File: config.mk
export PLATFORM = sky130hd
export DESIGN_NAME = uart_slave
export DESIGN_NICKNAME = d
export VERILOG_FILES = /design/src/rtl/uart_slave.sv
export SDC_FILE = /design/constraint.sdc
export NUM_CORES = 1
export LEC_CHECK = 0
export ABC_AREA = 1
export ABC_CLOCK_PERIOD_IN_PS = 3700
export CORE_MARGIN = 3
export CORE_UTILIZATION = 55
export DETAILED_ROUTE_END_ITERATION = 10
export PLACE_DENSITY = 0.82
export REMOVE_ABC_BUFFERS = 1
export SLEW_MARGIN = 20
export SYNTH_ARGS = -nofsm -noshare
export SYNTH_HDL_FRONTEND = slang
export SYNTH_SLANG_ARGS = --single-unit
export TNS_END_PERCENT = 20
File: constraint.sdc
create_clock -name clk -period 3.7 [get_ports clk]
set_input_delay 0.555 -clock clk [delete_from_list [all_inputs] [get_ports clk]]
set_output_delay 0.555 -clock clk [all_outputs]
set_load 0.05 [all_outputs]
File: src/rtl/uart_slave.sv
// uart_slave: memory-mapped 8N1 UART on the picorv32 native bus.
//
// Registers (addr[3:2]):
//   0 DATA    W: push byte into TX FIFO   R: received byte (pops it) or 0
//   1 STATUS  R: {count[11:8], frame_err, rx_overrun, rx_valid,
//                 tx_busy, tx_empty, tx_full}   W: W1C on bits 5:4
//   2 DIVISOR R/W bits[15:0], byte lanes wstrb[1:0], minimum 4
//   3 reserved
//
// Ports:
//   clk, reset            system clock, synchronous active-high reset
//   uart_sel              bus select, held until uart_ready
//   wstrb, addr           byte enables (0 = read), byte address
//   uart_data_i           write data
//   uart_ready            one-cycle completion pulse
//   uart_data_o           read data, valid while uart_ready=1
//   tx, rx                serial line out / in (rx is asynchronous)
module uart_slave #(
    parameter int DEFAULT_DIV = 234,
    parameter int TX_DEPTH    = 8
) (
    input  logic        clk,
    input  logic        reset,
    input  logic        uart_sel,
    input  logic [3:0]  wstrb,
    input  logic [3:0]  addr,
    input  logic [31:0] uart_data_i,
    output logic        uart_ready,
    output logic [31:0] uart_data_o,
    output logic        tx,
    input  logic        rx
);

    localparam int PW = $clog2(TX_DEPTH);
    localparam int CW = PW + 1;

    // ---------------------------------------------------------------
    // Bus handshake. The request is captured on the cycle sel is seen;
    // the following cycle is the ready cycle, and every register side
    // effect is applied on the clock edge that ends it. The cycle after
    // ready is ignored because the bus may still be dropping sel.
    // ---------------------------------------------------------------
    logic        ready_reg;
    logic        ready_prev_reg;
    logic [1:0]  addr_reg;
    logic [3:0]  wstrb_reg;
    logic [15:0] wdata_reg;
    logic        accept;

    assign accept = uart_sel && !ready_reg && !ready_prev_reg;

    always_ff @(posedge clk) begin
        if (reset) begin
            ready_reg      <= 1'b0;
            ready_prev_reg <= 1'b0;
            addr_reg       <= 2'd0;
            wstrb_reg      <= 4'd0;
            wdata_reg      <= 16'd0;
        end else begin
            ready_reg      <= accept;
            ready_prev_reg <= ready_reg;
            if (accept) begin
                addr_reg  <= addr[3:2];
                wstrb_reg <= wstrb;
                wdata_reg <= uart_data_i[15:0];
            end
        end
    end

    logic wr_en, rd_en;
    logic data_push, rx_pop, status_w1c, div_wr;

    assign wr_en      = ready_reg && (wstrb_reg != 4'd0);
    assign rd_en      = ready_reg && (wstrb_reg == 4'd0);
    assign data_push  = wr_en && (addr_reg == 2'd0) && wstrb_reg[0];
    assign status_w1c = wr_en && (addr_reg == 2'd1) && wstrb_reg[0];
    assign div_wr     = wr_en && (addr_reg == 2'd2) && (wstrb_reg[1:0] != 2'b00);

    // ---------------------------------------------------------------
    // Divisor register
    // ---------------------------------------------------------------
    logic [15:0] div_reg;
    logic [15:0] div_wr_val;

    always_comb begin
        div_wr_val = {wstrb_reg[1] ? wdata_reg[15:8] : div_reg[15:8],
                      wstrb_reg[0] ? wdata_reg[7:0]  : div_reg[7:0]};
    end

    always_ff @(posedge clk) begin
        if (reset) begin
            div_reg <= 16'(DEFAULT_DIV);
        end else if (div_wr) begin
            div_reg <= (div_wr_val < 16'd4) ? 16'd4 : div_wr_val;
        end
    end

    // ---------------------------------------------------------------
    // TX FIFO
    // ---------------------------------------------------------------
    logic [7:0]    fifo_mem [TX_DEPTH];
    logic [PW-1:0] wr_ptr_reg, rd_ptr_reg;
    logic [CW-1:0] tx_count_reg;
    logic          tx_full, tx_empty, tx_pop, push_ok;

    assign tx_full  = (tx_count_reg == CW'(TX_DEPTH));
    assign tx_empty = (tx_count_reg == '0);
    // A full FIFO still takes the byte if the shifter pops in the same cycle.
    assign push_ok  = data_push && (!tx_full || tx_pop);

    always_ff @(posedge clk) begin
        if (push_ok) begin
            fifo_mem[wr_ptr_reg] <= wdata_reg[7:0];
        end
    end

    always_ff @(posedge clk) begin
        if (reset) begin
            wr_ptr_reg   <= '0;
            rd_ptr_reg   <= '0;
            tx_count_reg <= '0;
        end else begin
            if (push_ok) wr_ptr_reg <= wr_ptr_reg + PW'(1);
            if (tx_pop)  rd_ptr_reg <= rd_ptr_reg + PW'(1);
            case ({push_ok, tx_pop})
                2'b10:   tx_count_reg <= tx_count_reg + CW'(1);
                2'b01:   tx_count_reg <= tx_count_reg - CW'(1);
                default: tx_count_reg <= tx_count_reg;
            endcase
        end
    end

    // ---------------------------------------------------------------
    // TX shifter
    // ---------------------------------------------------------------
    typedef enum logic [1:0] {TX_IDLE, TX_START, TX_DATA, TX_STOP} tx_state_t;

    tx_state_t   tx_state_reg, tx_state_next;
    logic [15:0] tx_cnt_reg, tx_cnt_next;
    logic [15:0] tx_div_reg, tx_div_next;
    logic [2:0]  tx_bit_reg, tx_bit_next;
    logic [7:0]  tx_shift_reg, tx_shift_next;
    logic        tx_reg, tx_next;
    logic        tx_bit_done;

    assign tx_bit_done = (tx_cnt_reg == tx_div_reg - 16'd1);

    always_comb begin
        tx_state_next = tx_state_reg;
        tx_cnt_next   = tx_cnt_reg + 16'd1;
        tx_div_next   = tx_div_reg;
        tx_bit_next   = tx_bit_reg;
        tx_shift_next = tx_shift_reg;
        tx_next       = tx_reg;
        tx_pop        = 1'b0;
        case (tx_state_reg)
            TX_IDLE: begin
                tx_next     = 1'b1;
                tx_cnt_next = 16'd0;
                tx_pop      = !tx_empty;
            end
            TX_START: begin
                if (tx_bit_done) begin
                    tx_state_next = TX_DATA;
                    tx_cnt_next   = 16'd0;
                    tx_bit_next   = 3'd0;
                    tx_next       = tx_shift_reg[0];
                end
            end
            TX_DATA: begin
                if (tx_bit_done) begin
                    tx_cnt_next = 16'd0;
                    if (tx_bit_reg == 3'd7) begin
                        tx_state_next = TX_STOP;
                        tx_next       = 1'b1;
                    end else begin
                        tx_bit_next   = tx_bit_reg + 3'd1;
                        tx_shift_next = {1'b0, tx_shift_reg[7:1]};
                        tx_next       = tx_shift_reg[1];
                    end
                end
            end
            TX_STOP: begin
                if (tx_bit_done) begin
                    tx_state_next = TX_IDLE;
                    tx_cnt_next   = 16'd0;
                    // Chain straight into the next frame: no idle gap.
                    tx_pop        = !tx_empty;
                end
            end
            default: tx_state_next = TX_IDLE;
        endcase
        if (tx_pop) begin
            tx_state_next = TX_START;
            tx_cnt_next   = 16'd0;
            tx_bit_next   = 3'd0;
            tx_shift_next = fifo_mem[rd_ptr_reg];
            // Divisor is frozen per frame; later writes affect later frames.
            tx_div_next   = div_reg;
            tx_next       = 1'b0;
        end
    end

    always_ff @(posedge clk) begin
        if (reset) begin
            tx_state_reg <= TX_IDLE;
            tx_cnt_reg   <= 16'd0;
            tx_div_reg   <= 16'(DEFAULT_DIV);
            tx_bit_reg   <= 3'd0;
            tx_shift_reg <= 8'd0;
            tx_reg       <= 1'b1;
        end else begin
            tx_state_reg <= tx_state_next;
            tx_cnt_reg   <= tx_cnt_next;
            tx_div_reg   <= tx_div_next;
            tx_bit_reg   <= tx_bit_next;
            tx_shift_reg <= tx_shift_next;
            tx_reg       <= tx_next;
        end
    end

    assign tx = tx_reg;

    // ---------------------------------------------------------------
    // RX deserializer
    // ---------------------------------------------------------------
    typedef enum logic [1:0] {RX_IDLE, RX_START, RX_DATA, RX_STOP} rx_state_t;

    logic        rx_s1_reg, rx_s2_reg, rx_prev_reg;
    rx_state_t   rx_state_reg, rx_state_next;
    logic [15:0] rx_cnt_reg, rx_cnt_next;
    logic [15:0] rx_div_reg, rx_div_next;
    logic [2:0]  rx_bit_reg, rx_bit_next;
    logic [7:0]  rx_shift_reg, rx_shift_next;
    logic        rx_load;
    logic        rx_half_done, rx_bit_done;

    assign rx_half_done = (rx_cnt_reg == (rx_div_reg >> 1) - 16'd1);
    assign rx_bit_done  = (rx_cnt_reg == rx_div_reg - 16'd1);

    always_comb begin
        rx_state_next = rx_state_reg;
        rx_cnt_next   = rx_cnt_reg + 16'd1;
        rx_div_next   = rx_div_reg;
        rx_bit_next   = rx_bit_reg;
        rx_shift_next = rx_shift_reg;
        rx_load       = 1'b0;
        case (rx_state_reg)
            RX_IDLE: begin
                rx_cnt_next = 16'd0;
                if (rx_prev_reg && !rx_s2_reg) begin
                    rx_state_next = RX_START;
                    rx_div_next   = div_reg;
                end
            end
            RX_START: begin
                if (rx_half_done) begin
                    rx_cnt_next   = 16'd0;
                    rx_bit_next   = 3'd0;
                    // Line back high at mid start bit: a glitch, not a frame.
                    rx_state_next = rx_s2_reg ? RX_IDLE : RX_DATA;
                end
            end
            RX_DATA: begin
                if (rx_bit_done) begin
                    rx_cnt_next   = 16'd0;
                    rx_shift_next = {rx_s2_reg, rx_shift_reg[7:1]};
                    if (rx_bit_reg == 3'd7) begin
                        rx_state_next = RX_STOP;
                    end else begin
                        rx_bit_next = rx_bit_reg + 3'd1;
                    end
                end
            end
            RX_STOP: begin
                if (rx_bit_done) begin
                    rx_cnt_next   = 16'd0;
                    rx_load       = 1'b1;
                    rx_state_next = RX_IDLE;
                end
            end
            default: rx_state_next = RX_IDLE;
        endcase
    end

    always_ff @(posedge clk) begin
        if (reset) begin
            rx_s1_reg    <= 1'b1;
            rx_s2_reg    <= 1'b1;
            rx_prev_reg  <= 1'b1;
            rx_state_reg <= RX_IDLE;
            rx_cnt_reg   <= 16'd0;
            rx_div_reg   <= 16'(DEFAULT_DIV);
            rx_bit_reg   <= 3'd0;
            rx_shift_reg <= 8'd0;
        end else begin
            rx_s1_reg    <= rx;
            rx_s2_reg    <= rx_s1_reg;
            rx_prev_reg  <= rx_s2_reg;
            rx_state_reg <= rx_state_next;
            rx_cnt_reg   <= rx_cnt_next;
            rx_div_reg   <= rx_div_next;
            rx_bit_reg   <= rx_bit_next;
            rx_shift_reg <= rx_shift_next;
        end
    end

    // RX holding register and sticky flags. A hardware set always beats
    // a same-cycle software clear or pop.
    logic [7:0] rx_byte_reg;
    logic       rx_valid_reg, rx_overrun_reg, frame_err_reg;

    assign rx_pop = rd_en && (addr_reg == 2'd0) && rx_valid_reg;

    always_ff @(posedge clk) begin
        if (reset) begin
            rx_byte_reg    <= 8'd0;
            rx_valid_reg   <= 1'b0;
            rx_overrun_reg <= 1'b0;
            frame_err_reg  <= 1'b0;
        end else begin
            if (rx_load) begin
                rx_byte_reg  <= rx_shift_reg;
                rx_valid_reg <= 1'b1;
            end else if (rx_pop) begin
                rx_valid_reg <= 1'b0;
            end

            if (rx_load && rx_valid_reg && !rx_pop) begin
                rx_overrun_reg <= 1'b1;
            end else if (status_w1c && wdata_reg[4]) begin
                rx_overrun_reg <= 1'b0;
            end

            if (rx_load && !rx_s2_reg) begin
                frame_err_reg <= 1'b1;
            end else if (status_w1c && wdata_reg[5]) begin
                frame_err_reg <= 1'b0;
            end
        end
    end

    // ---------------------------------------------------------------
    // Read mux. Driven from live state during the ready cycle so that
    // the value returned matches the pop applied at the end of it.
    // ---------------------------------------------------------------
    logic        tx_busy;
    logic [4:0]  count_ext;
    logic [31:0] rd_data;

    assign tx_busy   = !tx_empty || (tx_state_reg != TX_IDLE);
    assign count_ext = 5'(tx_count_reg);

    always_comb begin
        rd_data = 32'd0;
        case (addr_reg)
            2'd0: if (rx_valid_reg) rd_data = {24'd0, rx_byte_reg};
            2'd1: rd_data = {20'd0, count_ext[3:0], 2'b00, frame_err_reg,
                             rx_overrun_reg, rx_valid_reg, tx_busy, tx_empty, tx_full};
            2'd2: rd_data = {16'd0, div_reg};
            default: rd_data = 32'd0;
        endcase
    end

    assign uart_ready  = ready_reg;
    assign uart_data_o = ready_reg ? rd_data : 32'd0;

    logic unused_bits;
    assign unused_bits = ^{uart_data_i[31:16], addr[1:0], count_ext[4]};

endmodule
==> flow_metrics.py, run 1 <==
metrics = {
    "pwr": {
        "power_density_nw_per_um2": 526,
        "pwr-share-comb_pct": 22.6,
        "p_sw_share_pct": 31.9,
        "leakagePower_nw": 4.71,
        "clkPwrFrac_pct": 34.0,
        "ir_worst_vdd_mv": 0.447,
        "seqPwrFrac_pct": 43.4,
        "intPower_mw": 4.43,
        "switchingPower_mw": 2.08,
    },
    "placed_design": {
        "gp_congestion": 0.921,
        "io_buffers": 43,
        "dp_hpwl_um": 17600,
        "place_ws_ns": 0.487,
    },
    "logic_synthesis": {
        "synthXorXnorAreaFrac_pct": 6.80,
        "synth-compound-area-share_pct": 14.0,
        "yosysSeqAreaShare_pct": 45.9,
        "postSynthAreaPerCell_um2": 8.07,
        "synth-async-reset-ratio_pct": 0,
        "synth_top_area_cell": "dfxtp_1",
        "synthMuxAreaShare_pct": 0,
        "synth_top_area_share_pct": 28.6,
        "synth_area_leaders": "dfxtp_1, edfxtp_1, nand2_1",
        "synth_area_um2": 11100,
        "ys_warn_count": 0,
        "synth_top_family_by_area": "simple AND/OR/NAND/NOR gates",
        "synth_fa_ha_area_share_pct": 2.33,
        "synth_common_cells": "nand2_1, nor2_1, dfxtp_1",
        "ys_types": 57,
        "syn_inst": 1371,
        "synth_ff_type": "dfxtp_1",
        "synth_most_common_cell": "nand2_1",
        "synth-seq-cells": 222,
        "yosys.area_share.simple_pct": 22.6,
        "synth_edf_count": 64,
    },
    "worst_setup_path": {
        "r2r_cells": 21,
        "crit_type": "flip-flop to output pin",
        "start_kind": "flip-flop",
        "rrSetupSlack_ns": 0.35,
        "required_ns": 3.14,
        "cp.arrival_ns": 2.82,
        "cp_max_fo": 10,
        "reg2reg_from": "tx_div_reg[1]",
        "end_kind": "output pin",
        "reg2reg_to": "tx_count_reg[3]",
    },
    "hold_path": {
        "min_path_type": "flip-flop to flip-flop",
        "hold_depth": 1,
        "whs_endpoint": "rx_s2_reg",
        "hp-start": "rx_s1_reg",
    },
    "floorplanning": {
        "start_util_pct": 56.5,
        "dieArea_um2": 21900,
        "fp.coreArea_um2": 19600,
        "rows": 51,
        "die_y_um": 148,
        "ios": 78,
        "die_width_um": 148,
    },
    "flow_run": {
        "drv_cap": 0,
    },
    "drt": {
        "wl_per_cell_um": 14.9,
        "drc": 0,
        "ant_nets": 0,
        "wl_um": 25100,
        "detail_route.vias_per_cell": 5.46,
        "first_pass_iters": 5,
        "vias": 9201,
        "drt_iter0_markers": 759,
    },
    "sta": {
        "setup_violations": 0,
        "fin_crit_ns": 3.38,
        "maxSlewViolCount": 0,
        "rsz0062_at_grt": "false",
        "fin_crit_sh_pct": 91.3,
        "max_freq_ghz": 0.296,
        "max_slew_margin_pct": 36.9,
        "setup_slack_ns": 0.320,
        "tns_ns": 0,
        "worst_slew_pin_slew_ns": 0.946,
        "hold_viol": 0,
        "clock_skew_ns": 0.0150,
    },
    "clock_network": {
        "clk_latency_ns": 0.50,
        "cts_buffer_depth": 3,
        "cts_setup_buffers": 0,
        "cts_root_buf": "clkbuf_16",
        "clkSinkCount": 222,
        "clk_pin_slew_ns": 0.06,
        "cts_buffers": 23,
        "cts_tree": "built",
        "h-tree-depth": 1,
    },
    "layout": {
        "finalNetCount": 1468,
        "area_growth_pct": 11.8,
        "largest_reg_flops": 64,
        "top_register": "fifo_mem",
        "antenna_cells": 0,
        "final_layout_size_suffix_gt1_share_pct": 8.53,
    },
    "global_routing": {
        "use_met3_pct": 3.49,
        "grt_usage_pct": 22.5,
        "grt.overflow.total": 0,
        "grt_pass1_wl_um": 41000,
        "grt.met1_usage_pct": 30.3,
        "grt-busiest-layer": "met2",
        "grt_max_degree": 46,
        "antenna_found_initial": 0,
        "grt_pass1_vias": 8756,
        "grtUsageMet2_pct": 37.7,
    },
    "status": {
        "status": "complete, no violations",
    },
}
-- final cells by class --
| cell class | count | area [um2] |
|---|---|---|
| Fill cell | 1579 | 7220 |
| Multi-Input combinational cell | 952 | 5130 |
| Sequential cell | 222 | 5080 |
| Clock buffer | 30 | 642 |
| Timing Repair Buffer | 60 | 553 |
| Inverter | 145 | 546 |
| Tap cell | 265 | 332 |
| Clock inverter | 10 | 83.8 |
-- layout by cell type, fill, tap and decap left out, types with 19 or more instances in the layout --
master           instances
nand2_1                220
nor2_1                 173
dfxtp_1                158
inv_1                  136
o21ai_0                119
a21oi_1                 92
xor2_1                  64
edfxtp_1                64
nand3_1                 49
clkdlybuf4s50_1         42
clkbuf_16               23
nand4_1                 22
xnor2_1                 22
ha_1                    19
-- power groups by stage --
stage | sequential (mW) | clock [mW] | combinational [mW]
floorplan | 2.86 | 0 | 1.04
global placement | 2.87 | 0 | 1.39
detailed placement | 2.87 | 0 | 1.44
CTS | 2.82 | 2.24 | 1.45
global route | 2.84 | 2.33 | 1.65
finish | 2.83 | 2.21 | 1.47
-- worst max-delay path by stage --
| stage | endpoint | cells after the start | startpoint | slack [ns] |
|---|---|---|---|---|
| after detailed placement | tx_count_reg[3] | 23 | tx_div_reg[0] | 0.49 |
| after global routing | tx_count_reg[3] | 23 | tx_div_reg[0] | 0.03 |
| after CTS | uart_data_o[11] | 5 | addr_reg[0] | 0.27 |
| after global placement | tx_count_reg[3] | 21 | tx_div_reg[0] | 0.57 |
| final | uart_data_o[2] | 7 | addr_reg[1] | 0.32 |
| after floorplan | div_reg[0] | 6 | uart_ready | 0.53 |
-- cell families after synthesis --
| logic type | Yosys count |
|---|---|
| flops | 222 |
| buf+inv | 212 |
| compound gates | 276 |
| other cells | 1 |
| fa+ha+maj | 20 |
| xor+xnor | 86 |
| simple gates | 554 |
-- layer usage --
layer / up-vias / share of wire (%)
met3: 46 / 7.3
met2: 343 / 46
met5: - / 0
met4: 0 / 2.3
met1: 4240 / 45
li1: 4572 / -
-- through the flow --
step | total power [mW] | cell area (um2) | hold WS, ns | util [%] | cells
floorplan | 3.90 | 10800 | 0.389 | - | 1319
global placement | 4.25 | 11600 | 0.392 | 59.4 | 1644
detailed placement | 4.31 | 11600 | 0.398 | 59.4 | 1644
CTS | 6.51 | 12400 | 0.411 | 63.1 | 1684
global route | 6.82 | 12400 | 0.443 | 63.2 | 1684
finish | 6.50 | 12400 | 0.408 | 63.2 | 1684
-- critical path: stages, from the launching register on --
cell,delay [ns]
dfxtp_1,0.38
inv_1,0.10
nor2_2,0.35
inv_1,0.24
o21ai_0,0.24
a21oi_1,0.06
nor2_1,0.13
clkdlybuf4s50_1,0.83
-- what timing repair did --
item	in CTS	in global routing
hold buffers	0	0
endpoints found under the setup margin	0	1
resized for setup	0	1
(Power assumes the default switching activity.)
==> run 2, diff against run 1 <==
CORE_UTILIZATION = 45   (was 55)
PLACE_DENSITY = 0.71   (was 0.82)
==> run 2 against run 1 <==
Against the previous run:
- sequential power about the same
- critical path depth unchanged
- combinational power about the same
- largest power group unchanged
- largest cell class unchanged
==> flow_metrics.py, run 2 (synthesis gave the netlist of run 1 again) <==
metrics = {
    "clock_network": {
        "clk_latency_ns": 0.51,
        "cts_tree": "built",
        "cts_root_buf": "clkbuf_16",
        "h-tree-depth": 1,
        "holdBufCountCts": 0,
        "cts_buffers": 24,
        "cts_setup_buffers": 0,
        "clkSinkCount": 222,
        "clk_pin_slew_ns": 0.06,
        "cts_resized": 0,
        "cts_buffer_depth": 3,
    },
    "sta": {
        "max_slew_margin_pct": 37.9,
        "setup_violations": 0,
        "worst_slew_pin_slew_ns": 0.930,
        "fin_crit_sh_pct": 94.4,
        "rsz0062_at_grt": "false",
        "setup_slack_ns": 0.206,
        "tns_ns": 0,
        "max_freq_ghz": 0.286,
        "fin_crit_ns": 3.49,
        "holdWs_ns": 0.407,
        "clock_skew_ns": 0.0110,
        "hold_viol": 0,
        "maxSlewViolCount": 0,
    },
    "worst_setup_path": {
        "start_kind": "flip-flop",
        "end_kind": "output pin",
        "path_cells": "inv_1, nor2_1, o21ai_0, o21ai_0, a21oi_1, nor2_1, clkdlybuf4s50_1",
        "required_ns": 3.14,
        "crit_type": "flip-flop to output pin",
        "slowest_delay_ns": 0.82,
        "rrSetupSlack_ns": 0.36,
        "cp_max_fo": 9,
        "worst_path_max_delay_cell": "clkdlybuf4s50_1",
        "cp.arrival_ns": 2.94,
    },
    "pwr": {
        "switchingPower_mw": 2.09,
        "seqPwrFrac_pct": 42.5,
        "power_density_nw_per_um2": 533,
        "p_sw_share_pct": 31.2,
        "power_mw": 6.68,
        "pwr-share-comb_pct": 21.6,
        "leakagePower_nw": 4.76,
        "ir_worst_vdd_mv": 0.345,
        "intPower_mw": 4.59,
        "clkPwrFrac_pct": 35.9,
    },
    "global_routing": {
        "grt_pass1_vias": 8668,
        "grt_max_degree": 46,
        "grt_pass1_wl_um": 42500,
        "grt.overflow.total": 0,
        "grt_usage_pct": 19.3,
        "antenna_found_initial": 0,
    },
    "layout": {
        "post-route-util_pct": 52.6,
        "fin_cells": 1743,
        "multiInputGateArea_um2": 5130,
        "final_layout_size_suffix_gt1_share_pct": 8.64,
        "fin_area_um2": 12500,
        "top_register": "fifo_mem",
        "area_growth_pct": 13.1,
        "finalNetCount": 1470,
        "largest_reg_flops": 64,
        "final.fill_count": 2278,
        "mostFrequentLayoutCells": "nand2_1, nor2_1, dfxtp_1",
        "antenna_cells": 0,
        "mostFrequentLayoutCell": "nand2_1",
        "seqCellArea_um2": 5080,
    },
    "placed_design": {
        "place_ws_ns": 0.454,
        "dp.cells": 1699,
        "dp_hpwl_um": 18000,
        "post_dp_cell_area_um2": 11700,
        "gp_congestion": 0.860,
        "io_buffers": 43,
    },
    "hold_path": {
        "min_path_type": "flip-flop to flip-flop",
    },
    "drt": {
        "drc": 0,
        "detail_route.vias_per_cell": 5.18,
        "vias": 9028,
        "drt_iter0_markers": 678,
        "wl_per_cell_um": 14.5,
        "ant_nets": 0,
        "wl_um": 25300,
        "first_pass_iters": 5,
    },
    "status": {
        "status": "complete, no violations",
    },
    "flow_run": {
        "drv_cap": 0,
    },
    "floorplanning": {
        "die_y_um": 163,
        "fp.coreArea_um2": 23800,
        "rows": 56,
        "ios": 78,
        "start_util_pct": 46.5,
        "die_width_um": 163,
        "dieArea_um2": 26500,
    },
}
==> run 2: cell count changes in the layout (fill, tap and decap cells not counted), sizes merged <==
cell,previous run,this run
buf,18,19
clkinv,10,11
bufinv,1,2
clkbuf,30,34
clkinvlp,2,0
==> run 2: cell type report <==
type                       instances  share of cell area [%]
multi-input combinational        952                    40.9
clock buffer                      34                    5.58
timing repair buffer              61                    4.48
sequential                       222                    40.6
inverter                         145                    4.36
clock inverter                    10                   0.859
tap                              319                    3.19
==> run 2: layer usage <==
layer	wire, um	up-vias	GRT usage (%)
met2	11400	230	31.4
met4	414	0	4.31
met3	1410	36	2.70
met1	12000	4175	27.5
li1	-	4587	-
met5	0	-	0
==> run 2: power by group through the flow <==
| stage | Sequential (mW) | Clock, mW | Combinational (mW) |
|---|---|---|---|
| 4_1_cts | 2.83 | 2.45 | 1.44 |
| 5_1_grt | 2.86 | 2.55 | 1.66 |
| 3_5_place_dp | 2.88 | 0 | 1.43 |
| 2_1_floorplan | 2.86 | 0 | 1.04 |
| 3_3_place_gp | 2.88 | 0 | 1.39 |
| 6_report | 2.84 | 2.40 | 1.44 |
==> run 2: worst max-delay path, delay by kind of cell (launching register included) <==
family | cells | cell delay [ns]
compound gates | 3 | 0.50
simple gates | 2 | 0.63
buf+inv | 2 | 0.90
flops | 1 | 0.40
==> run 2: path summary, 6_finish.rpt <==
path	startpoint	end	depth (start not counted)
setup / recovery	addr_reg[0]	uart_data_o[2]	7
hold / removal	rx_s1_reg	rx_s2_reg	1
hold reg to reg	rx_s1_reg	rx_s2_reg	1
setup reg to reg	tx_div_reg[1]	tx_count_reg[3]	21
==> run 3, diff against run 2 <==
CORE_MARGIN = unset   (was 3)
==> run 3 against run 2 <==
Against the previous run:
- setup slack improved by 0.0013 ns
- die area is 4.9% lower
- cell area is essentially flat
- non-clock buffer count decreased by 1
- global-route usage grew 0.31 points
- routed wire length shrank 1.1%
==> flow_metrics.py, run 3 (synthesis gave the netlist of run 1 again) <==
metrics = {
    "worst_setup_path": {
        "required_ns": 3.14,
        "worst_path_max_delay_cell": "clkdlybuf4s50_1",
        "cp_max_fo": 9,
        "cp.arrival_ns": 2.94,
        "slowest_delay_ns": 0.88,
        "path_cells": "inv_1, nor2_1, nand2_1, a21oi_1, clkdlybuf4s50_1",
        "end_kind": "output pin",
        "crit_type": "flip-flop to output pin",
        "start_kind": "flip-flop",
    },
    "clock_network": {
        "clk_latency_ns": 0.52,
        "holdBufCountCts": 0,
        "cts_tree": "built",
        "cts_root_buf": "clkbuf_16",
        "cts_buffers": 24,
        "cts_resized": 0,
        "clk_pin_slew_ns": 0.05,
        "h-tree-depth": 1,
        "cts_buffer_depth": 3,
        "clkSinkCount": 222,
        "cts_setup_buffers": 0,
    },
    "floorplanning": {
        "start_util_pct": 45.7,
        "ios": 78,
        "rows": 57,
        "die_y_um": 159,
        "die_width_um": 159,
        "fp.coreArea_um2": 24200,
        "dieArea_um2": 25200,
    },
    "pwr": {
        "clkPwrFrac_pct": 35.9,
        "seqPwrFrac_pct": 42.4,
        "leakagePower_nw": 4.75,
        "ir_worst_vdd_mv": 0.386,
        "p_sw_share_pct": 31.4,
        "power_density_nw_per_um2": 532,
        "switchingPower_mw": 2.09,
        "intPower_mw": 4.57,
        "pwr-share-comb_pct": 21.7,
    },
    "global_routing": {
        "grt_usage_pct": 19.6,
        "grt_pass1_vias": 8255,
        "grt_max_degree": 52,
        "grt_pass1_wl_um": 40900,
        "antenna_found_initial": 0,
        "grt.overflow.total": 0,
    },
    "drt": {
        "ant_nets": 0,
        "wl_um": 25000,
        "vias": 9001,
        "wl_per_cell_um": 14.3,
        "first_pass_iters": 5,
        "detail_route.vias_per_cell": 5.16,
        "drc": 0,
        "drt_iter0_markers": 641,
    },
    "sta": {
        "hold_viol": 0,
        "worst_slew_pin_slew_ns": 0.927,
        "setup_violations": 0,
        "maxSlewViolCount": 0,
        "rsz0062_at_grt": "false",
        "fin_crit_sh_pct": 94.4,
        "max_slew_margin_pct": 38.1,
        "fin_crit_ns": 3.49,
        "holdWs_ns": 0.411,
        "clock_skew_ns": 0.0121,
        "max_freq_ghz": 0.286,
        "tns_ns": 0,
    },
    "layout": {
        "top_register": "fifo_mem",
        "largest_reg_flops": 64,
        "antenna_cells": 0,
        "final_layout_size_suffix_gt1_share_pct": 8.58,
        "final.fill_count": 2316,
        "finalNetCount": 1469,
        "mostFrequentLayoutCells": "nand2_1, nor2_1, dfxtp_1",
        "area_growth_pct": 13.2,
        "mostFrequentLayoutCell": "nand2_1",
    },
    "placed_design": {
        "dp_hpwl_um": 17600,
        "gp_congestion": 0.888,
        "io_buffers": 43,
    },
    "status": {
        "status": "complete, no violations",
    },
    "flow_run": {
        "drv_cap": 0,
    },
    "hold_path": {
        "min_path_type": "flip-flop to flip-flop",
    },
}
==> run 3: cell types whose count changed in the layout (fill, tap and decap cells not counted), sizes merged <==
cell,previous run,this run
clkinv,11,7
buf,19,18
clkinvlp,0,1
bufinv,2,1
clkbuf,34,37
==> run 3: metal layers <==
| layer | up-vias | part of all wire (%) | global-route usage, % |
|---|---|---|---|
| li1 | 4576 | - | - |
| met1 | 4145 | 48 | 27.5 |
| met2 | 238 | 46 | 31.7 |
| met3 | 42 | 5.0 | 2.82 |
| met4 | 0 | 1.9 | 5.03 |
| met5 | - | 0 | 0 |
==> run 3: final timing paths <==
kind | cells past startpoint | slack, ns | to | start
setup / recovery | 5 | 0.21 | uart_data_o[9] | addr_reg[0]
hold / removal | 1 | 0.41 | rx_s2_reg | rx_s1_reg
setup reg to reg | 23 | 0.41 | tx_count_reg[3] | tx_div_reg[0]
hold reg to reg | 1 | 0.41 | rx_s2_reg | rx_s1_reg
==> run 3: critical path, delay by kind of cell (launching register included) <==
| kind | cells | cell delay [ns] |
|---|---|---|
| buffers and inverters | 2 | 0.96 |
| AO/OA/AOI/OAI | 1 | 0.39 |
| AND/OR/NAND/NOR | 2 | 0.66 |
| flip-flops | 1 | 0.41 |
==> run 3: final cells by class <==
class	count	area, um2	area share, %
inverters	145	546	4.35
clock inverters	6	61.3	0.489
repair buffers	60	566	4.51
flip-flops and latches	222	5080	40.6
multi-input cells	952	5130	40.9
well taps	324	405	3.24
clock buffers	37	736	5.87
==> run 3: power by group through the flow <==
stage                     logic (mW)  registers (mW)  clock network, mW
after detailed placement        1.43            2.87                  0
after floorplan                 1.04            2.86                  0
after global placement          1.40            2.87                  0
after CTS                       1.44            2.82               2.42
final                           1.45            2.82               2.39
after global routing            1.64            2.84               2.53
==> run 3: per-stage QoR <==
stage                     total power, mW  setup WS [ns]  area, um2  cells  utilization [%]
final                                6.66          0.208      12500   1746             51.7
after global routing                 7.01        0.00636      12500   1746             51.7
after CTS                            6.69          0.224      12500   1746             51.7
after detailed placement             4.31          0.474      11700   1703             48.4
after global placement               4.27          0.547      11700   1703             48.4
after floorplan                      3.90          0.529      10800   1319                -
